===== src/rtl/spi_master.sv =====
// Initiator side of the 40-bit SPI link: turns a local-bus Start into one
// {cmd, data} frame on SCK/CS/MOSI and captures 32 read bits from MISO.
module spi_master #(
    parameter int CLK_DIV = 4,
    parameter int CS_GAP  = 8
) (
    input  logic        Clk,
    input  logic        Reset_n,
    input  logic        Start,
    input  logic        Write,
    input  logic [3:0]  Addr,
    input  logic [31:0] Wdata,
    output logic        Busy,
    output logic        Done,
    output logic [31:0] Rdata,
    output logic        SPI_CLK,
    output logic        SPI_CS,
    output logic        SPI_MOSI,
    input  logic        SPI_MISO
);

    localparam int CNT_MAX = (CLK_DIV > CS_GAP) ? CLK_DIV : CS_GAP;
    localparam int CW      = $clog2(CNT_MAX) + 1;
    localparam logic [CW-1:0] DIV_LAST = CW'(CLK_DIV - 1);
    localparam logic [CW-1:0] GAP_LAST = CW'(CS_GAP - 1);
    localparam logic [CW-1:0] CNT_ZERO = CW'(0);
    localparam logic [CW-1:0] CNT_ONE  = CW'(1);
    localparam logic [5:0]    BITS     = 6'd40;

    typedef enum logic [2:0] {
        IDLE  = 3'd0,
        SETUP = 3'd1,
        HIGH  = 3'd2,
        LOW   = 3'd3,
        HOLD  = 3'd4,
        GAP   = 3'd5
    } state_t;

    state_t        state_q, state_d;
    logic [CW-1:0] cnt_q, cnt_d;
    logic [5:0]    bit_q, bit_d;
    logic [39:0]   shreg_q, shreg_d;
    logic [31:0]   rx_q, rx_d;
    logic          wr_q, wr_d;
    logic [31:0]   rdata_q, rdata_d;
    logic          busy_q, busy_d;
    logic          done_q, done_d;
    logic          sck_q, sck_d;
    logic          cs_q, cs_d;
    logic          mosi_q, mosi_d;
    logic          miso_meta_q, miso_sync_q;

    // MISO comes from another clock domain, so it passes two flops first.
    always_ff @(posedge Clk or negedge Reset_n) begin
        if (!Reset_n) begin
            miso_meta_q <= 1'b0;
            miso_sync_q <= 1'b0;
        end else begin
            miso_meta_q <= SPI_MISO;
            miso_sync_q <= miso_meta_q;
        end
    end

    // State, datapath and pin registers.
    always_ff @(posedge Clk or negedge Reset_n) begin
        if (!Reset_n) begin
            state_q <= IDLE;
            cnt_q   <= CNT_ZERO;
            bit_q   <= 6'd0;
            shreg_q <= 40'd0;
            rx_q    <= 32'd0;
            wr_q    <= 1'b0;
            rdata_q <= 32'd0;
            busy_q  <= 1'b0;
            done_q  <= 1'b0;
            sck_q   <= 1'b0;
            cs_q    <= 1'b1;
            mosi_q  <= 1'b0;
        end else begin
            state_q <= state_d;
            cnt_q   <= cnt_d;
            bit_q   <= bit_d;
            shreg_q <= shreg_d;
            rx_q    <= rx_d;
            wr_q    <= wr_d;
            rdata_q <= rdata_d;
            busy_q  <= busy_d;
            done_q  <= done_d;
            sck_q   <= sck_d;
            cs_q    <= cs_d;
            mosi_q  <= mosi_d;
        end
    end

    // Next-state logic; pin values are derived from the next state so they
    // line up with the state register.
    always_comb begin
        state_d = state_q;
        cnt_d   = cnt_q + CNT_ONE;
        bit_d   = bit_q;
        shreg_d = shreg_q;
        rx_d    = rx_q;
        wr_d    = wr_q;
        rdata_d = rdata_q;
        busy_d  = busy_q;
        done_d  = 1'b0;

        case (state_q)
            IDLE: begin
                cnt_d = CNT_ZERO;
                if (Start) begin
                    shreg_d = {Write, 3'b000, Addr, (Write ? Wdata : 32'd0)};
                    wr_d    = Write;
                    bit_d   = 6'd0;
                    rx_d    = 32'd0;
                    busy_d  = 1'b1;
                    state_d = SETUP;
                end else begin
                    state_d = IDLE;
                end
            end
            SETUP: begin
                if (cnt_q == DIV_LAST) begin
                    cnt_d   = CNT_ZERO;
                    state_d = HIGH;
                end else begin
                    state_d = SETUP;
                end
            end
            HIGH: begin
                if (cnt_q == DIV_LAST) begin
                    rx_d    = {rx_q[30:0], miso_sync_q};
                    bit_d   = bit_q + 6'd1;
                    cnt_d   = CNT_ZERO;
                    state_d = LOW;
                end else begin
                    state_d = HIGH;
                end
            end
            LOW: begin
                // The low half after the 40th rise is the trailing SCK low
                // before the CS hold time.
                if (cnt_q == CNT_ZERO) begin
                    shreg_d = {shreg_q[38:0], 1'b0};
                end else begin
                    shreg_d = shreg_q;
                end
                if (cnt_q == DIV_LAST) begin
                    cnt_d   = CNT_ZERO;
                    state_d = (bit_q == BITS) ? HOLD : HIGH;
                end else begin
                    state_d = LOW;
                end
            end
            HOLD: begin
                if (cnt_q == DIV_LAST) begin
                    cnt_d   = CNT_ZERO;
                    rdata_d = wr_q ? rdata_q : rx_q;
                    state_d = GAP;
                end else begin
                    state_d = HOLD;
                end
            end
            GAP: begin
                if (cnt_q == GAP_LAST) begin
                    cnt_d   = CNT_ZERO;
                    done_d  = 1'b1;
                    busy_d  = 1'b0;
                    state_d = IDLE;
                end else begin
                    state_d = GAP;
                end
            end
            default: begin
                cnt_d   = CNT_ZERO;
                busy_d  = 1'b0;
                state_d = IDLE;
            end
        endcase

        sck_d  = (state_d == HIGH);
        cs_d   = (state_d == IDLE) || (state_d == GAP);
        mosi_d = cs_d ? 1'b0 : shreg_d[39];
    end

    assign Busy     = busy_q;
    assign Done     = done_q;
    assign Rdata    = rdata_q;
    assign SPI_CLK  = sck_q;
    assign SPI_CS   = cs_q;
    assign SPI_MOSI = mosi_q;

endmodule


===== config.mk =====
export PLATFORM = sky130hd
export DESIGN_NAME = spi_master
export DESIGN_NICKNAME = d
export VERILOG_FILES = /design/src/rtl/spi_master.sv
export SDC_FILE = /design/constraint.sdc
export NUM_CORES = 1
export LEC_CHECK = 0
export BUFFER_PORTS_ARGS = -buffer_cell sky130_fd_sc_hd__buf_2
export CORE_MARGIN = 3
export CORE_UTILIZATION = 45
export CTS_CLUSTER_SIZE = 8
export DETAILED_ROUTE_END_ITERATION = 10
export PLACE_DENSITY = 0.65
export SYNTH_ARGS = -nofsm -noshare
export SYNTH_HDL_FRONTEND = slang
export SYNTH_SLANG_ARGS = --single-unit

===== constraint.sdc =====
create_clock -name Clk -period 4.4 [get_ports Clk]
set_input_delay 0.44 -clock Clk [delete_from_list [all_inputs] [get_ports Clk]]
set_output_delay 0.44 -clock Clk [all_outputs]
set_load 0.02 [all_outputs]

# Word-level counts from Yosys, hierarchy flattened
# Cells that the tools add are included.
word_totals:
  regBits: 125
  in_bits: 41
  output_inout_bits: 37
  elab_cells: 72
classes:
  n_addsub: 2
  eq_ne: 14
  muxes: 27
  bitwise: 2
  reduce_logical: 12
ops:
  columns: ["op", "n"]
  rows:
  - ["$mux 32", 3]
  - ["$mux 40", 2]
  - ["$pmux 40 s2", 1]
  - ["$pmux 32 s2", 1]
  - ["$pmux 3 s6", 1]
  - ["$mux 6", 2]
  - ["$pmux 6 s2", 1]
  - ["$reduce_and 3->1", 4]
  - ["$eq 3x2->1 const B", 3]
  - ["$eq 3x3->1 const B", 3]
  - ["$mux 3", 3]
  - ["$mux 1", 8]
  - ["$mux 4", 2]
  - ["$ne 2x2->1 const B", 4]
  - ["$pmux 4 s2", 1]
  - ["$add 6x1->6 const B", 1]
  - ["$eq 6x6->1 const B", 1]
  - ["$logic_not 3->1", 2]
  - ["$add 4x1->4 const B", 1]
  - ["$eq 4x2->1 const B", 1]
  - ["$eq 4x3->1 const B", 1]
  - ["$logic_not 4->1", 1]
  - ["$reduce_bool 2->1", 2]
  - ["$reduce_or 4->1", 1]
  - ["other kinds (6)", 7]

# Depth between registers and ports, before layout
depth:
  word_depth: 7
  depth_mapped: 8
  mapped_depth_nobuf: 6

# Worst setup path before layout
# Ideal clock, no wire load.
synth_timing:
  kind: "register to register"
  from: "reg cnt_q[0]"
  to: "reg rdata_q[7] (netlist: Rdata[7])"
  t_arrival_ps: 1617
  required_time_ps: 4272
  path_slack_ps: 2655
  path_stages_with_launch: 6
  n_path_buf: 1
  path_cell_list: "dfrtp_1 > ha_1 > nor3b_2 > nand3_1 > buf_2 > mux2_1"
synth_via:
  elab_chain_cells: 2
synth_rtl:
  columns: ["element", "line_no", "rtl"]
  rows:
  - ["from (decl)", "40", "logic [CW-1:0] cnt_q, cnt_d;"]
  - ["from (signal assigned)", "81", "cnt_q <= cnt_d;"]
  - ["$eq 4x2->1", "156", "if (cnt_q == DIV_LAST) begin"]
  - ["$reduce_and 3->1 (no source line)", null, null]
  - ["to (signal assigned)", "86", "rdata_q <= rdata_d;"]
  - ["to (decl)", "45", "logic [31:0] rdata_q, rdata_d;"]
# Every way passes these cells.
# A chain may end at the register's enable or synchronous reset.

# Worst setup path after layout
layout_timing:
  from: "reg cnt_q[0]"
  to: "reg rdata_q[4] (netlist: Rdata[4])"
# The elaborated chain is that of the path after synthesis.

==> Flow_metrics.wiki <==
{| class="wikitable"
! Metric !! Value
|-
| Cell accounting for the most synthesized area || dfrtp_1
|-
| Clock latency of the later-clocked register in the worst-skew pair || 400 ps
|-
| Root buffer cell || clkbuf_16
|-
| Count of H-tree levels built during CTS || 4
|-
| Largest fanout of any net on the critical path || 18
|-
| Die Span X || 114 um
|-
| Top cells by area, synth || dfrtp_1 (59%), mux2_2 (6.7%), nand2_1 (6.1%)
|-
| Area grow syn2layout || 21.0%
|-
| Kind of start point of the critical path || flop
|-
| IO Pins || 78
|-
| Post-CTS Repair Setup Buffers || 0
|-
| Number of buffers added to fix hold violations after cts || 0
|-
| Max Transition Viols Final || 0
|-
| Drt first-iter violations || 230
|-
| Peak clock frequency supported by timing || 366 MHz
|-
| Routed wirelength normalized by instance count || 15.1 um
|-
| Pre-Repair DR Iteration Count || 6
|-
| Power per cell area || 633 nW/um2
|-
| Data arrival at the endpoint of the critical path || 3020 ps
|-
| Post-synthesis cell type count || 43
|-
| Resized cells post-CTS || 0
|-
| Most used DFF post-synth || dfrtp_1
|-
| First-pass GRT wire length || 18,000 um
|-
| CTS buffer count || 17
|-
| Port Buffer Count || 77
|-
| Detail Placement HPWL || 6910 um
|-
| Combined global-route utilization of all metal layers || 17.3%
|-
| Leading cell types in the layout, fill and taps excluded || dfrtp_1 (124), nand2_1 (85), buf_2 (76), nand3_1 (61)
|-
| Post-route cell area || 6350 um2
|-
| Proportion of synthesized flip-flops having asynchronous set or reset || 100%
|-
| Post-layout nets || 594
|-
| Setup total negative slack || 0 ps
|-
| Worst-case headroom to the max-slew limit || 35.3%
|-
| Fill cells || 966
|-
| Sink Count || 125
|-
| Max cap viols || 0
|-
| Worst hold-check path type || input port to async pin
|-
| Share of post-route cells with drive strength above 1 || 27.0%
|-
| Core area || 11,100 um2
|-
| Placed instance area || 5720 um2
|-
| Run status || finished, final reports clean
|-
| Post-synthesis register bit count || 125
|-
| Pin count of the biggest net entering global routing || 52
|-
| Number of global-route vias before repair || 3,750
|-
| Antenna diode instance count || 0
|-
| Pleak || 3.25 nW
|-
| Maximum number of buffers from clock root to sink || 2
|-
| Vert. Die Dim || 114 um
|-
| Worst vdd ir || 0.000294 V
|-
| Unrepaired setup endpoints after global routing || no
|-
| Initial antenna violation count || 0
|-
| DRC || 0
|-
| Post-synth EDFFs || 0
|-
| Final Hold Viols || 0
|-
| Row count || 38
|-
| Minimum clock period after layout || 2730 ps
|-
| Synthesized netlist net count || 522
|-
| Nature of the critical path endpoint || flop
|-
| Data required time of the critical path || 4680 ps
|-
| Overall power || 0.00402 W
|-
| Initial core utilization || 47.1%
|-
| Finish-stage setup viols || 0
|-
| Pin slew with the least headroom to its limit || 967 ps
|-
| Count of synthesis-stage warnings from yosys || 0
|-
| Portion of synthesized cell area occupied by the leading cell type || 59.2%
|-
| Routability cong. || 0.830
|-
| Final worst-path cycle share || 62.1%
|-
| Area of the mapped netlist || 5250 um2
|-
| DRT antenna net count || 0
|-
| Vias/cell || 5.40
|-
| Total number of vias || 3,783
|-
| TritonCTS clock tree || done
|-
| Proportion of synthesized chip area in sequential cells || 59.7%
|-
| Die footprint || 13,000 um2
|-
| Commonest non-fill, non-tap cell in the layout || dfrtp_1
|-
| Detailed Route WL || 10,500 um
|-
| Mean instance size in the synthesized netlist || 11.0 um2
|-
| Final Hold Slack || 5.93 ps
|-
| Congestion Overflow GR || 0
|-
| Setup skew after layout || 9.76 ps
|-
| Setup CP Type || flop to flop
|-
| Clk slew on worst S/H paths || 50 ps
|-
| Instance count of the mapped netlist || 477
|}
[synth_stat cells, types with 5 or more instances]
cell,n
clkbuf_1,13
xor2_1,5
dfrtp_1,124
o21ai_0,31
nand2_1,85
nor2_1,10
buf_2,13
nor3_1,5
nand3_1,61
mux2_2,31
mux2i_1,22
a222oi_1,9
inv_1,16
[worst max-delay path, cell delays in order (launching register included)]
cell and delay (ps):
dfrtp_1 390, ha_1 240, nor3b_2 410, nand3_1 780, buf_4 490, mux2_2 290
[metal layers]
metal  GRT usage (%)  vias up  share of wire [%]
met5               0        -                  0
met4            6.02        0               0.70
met3            4.99       11                6.4
met2            26.3      111                 47
met1            23.9     1862                 46
li1                -     1799                  -
[metrics by stage]
stage | setup slack, ps | util [%] | cells
after detailed placement | 1630 | 51.4 | 670
final | 1670 | 57.1 | 700
after CTS | 1640 | 57.1 | 700
after global routing | 1400 | 57.1 | 700
after floorplan | 2660 | - | 477
after global placement | 1770 | 51.4 | 670
[cells by family after synthesis]
family / count (synthesis) / share of synthesized area (%)
simple gates: 180 / 15.7
mux: 54 / 11.1
fa+ha+maj: 4 / 0.954
xor+xnor: 5 / 0.835
compound gates: 61 / 7.66
buf+inv: 48 / 4.10
flops: 125 / 59.7
[where the power goes]
group	switching, W	internal [W]
Sequential	0.000269	0.00151
Combinational	0.000448	0.000343
Clock	0.000458	0.000989
Total	0.00117	0.00284
[path summary, 6_finish.rpt]
path / from / endpoint / slack, ps / depth (start not counted)
worst max register to register: cnt_q[0]$_DFF_PN0_ / Rdata[4]$_DFFE_PN0P_ / 1670 / 5
worst max-delay path: cnt_q[0]$_DFF_PN0_ / Rdata[4]$_DFFE_PN0P_ / 1670 / 5
worst min-delay path: Reset_n / shreg_q[30]$_DFFE_PN0P_ / 6 / 1
max in group asynchronous: Reset_n / shreg_q[24]$_DFFE_PN0P_ / 3430 / 2
min in group Clk: SPI_MISO / miso_meta_q$_DFF_PN0_ / 140 / 1
worst min register to register: miso_meta_q$_DFF_PN0_ / miso_sync_q$_DFF_PN0_ / 360 / 0
[state kept, by name (all words and copies together) (netlist names), 3 cells and up]
register,flops
cnt_q,4
state_q,3
shreg_q,40
Rdata,32
rx_q,32
bit_q,6
[final cells by class]
cell class                      count  area [um2]  share of cell area [%]
Multi-Input combinational cell    304        1910                    30.0
Clock inverter                      5         103                    1.62
Clock buffer                       25         526                    8.28
Tap cell                          140         175                    2.76
Sequential cell                   125        3130                    49.3
Inverter                           16        60.1                   0.946
Timing Repair Buffer               85         448                    7.06
No activity file was read; power rests on OpenSTA's default activity.
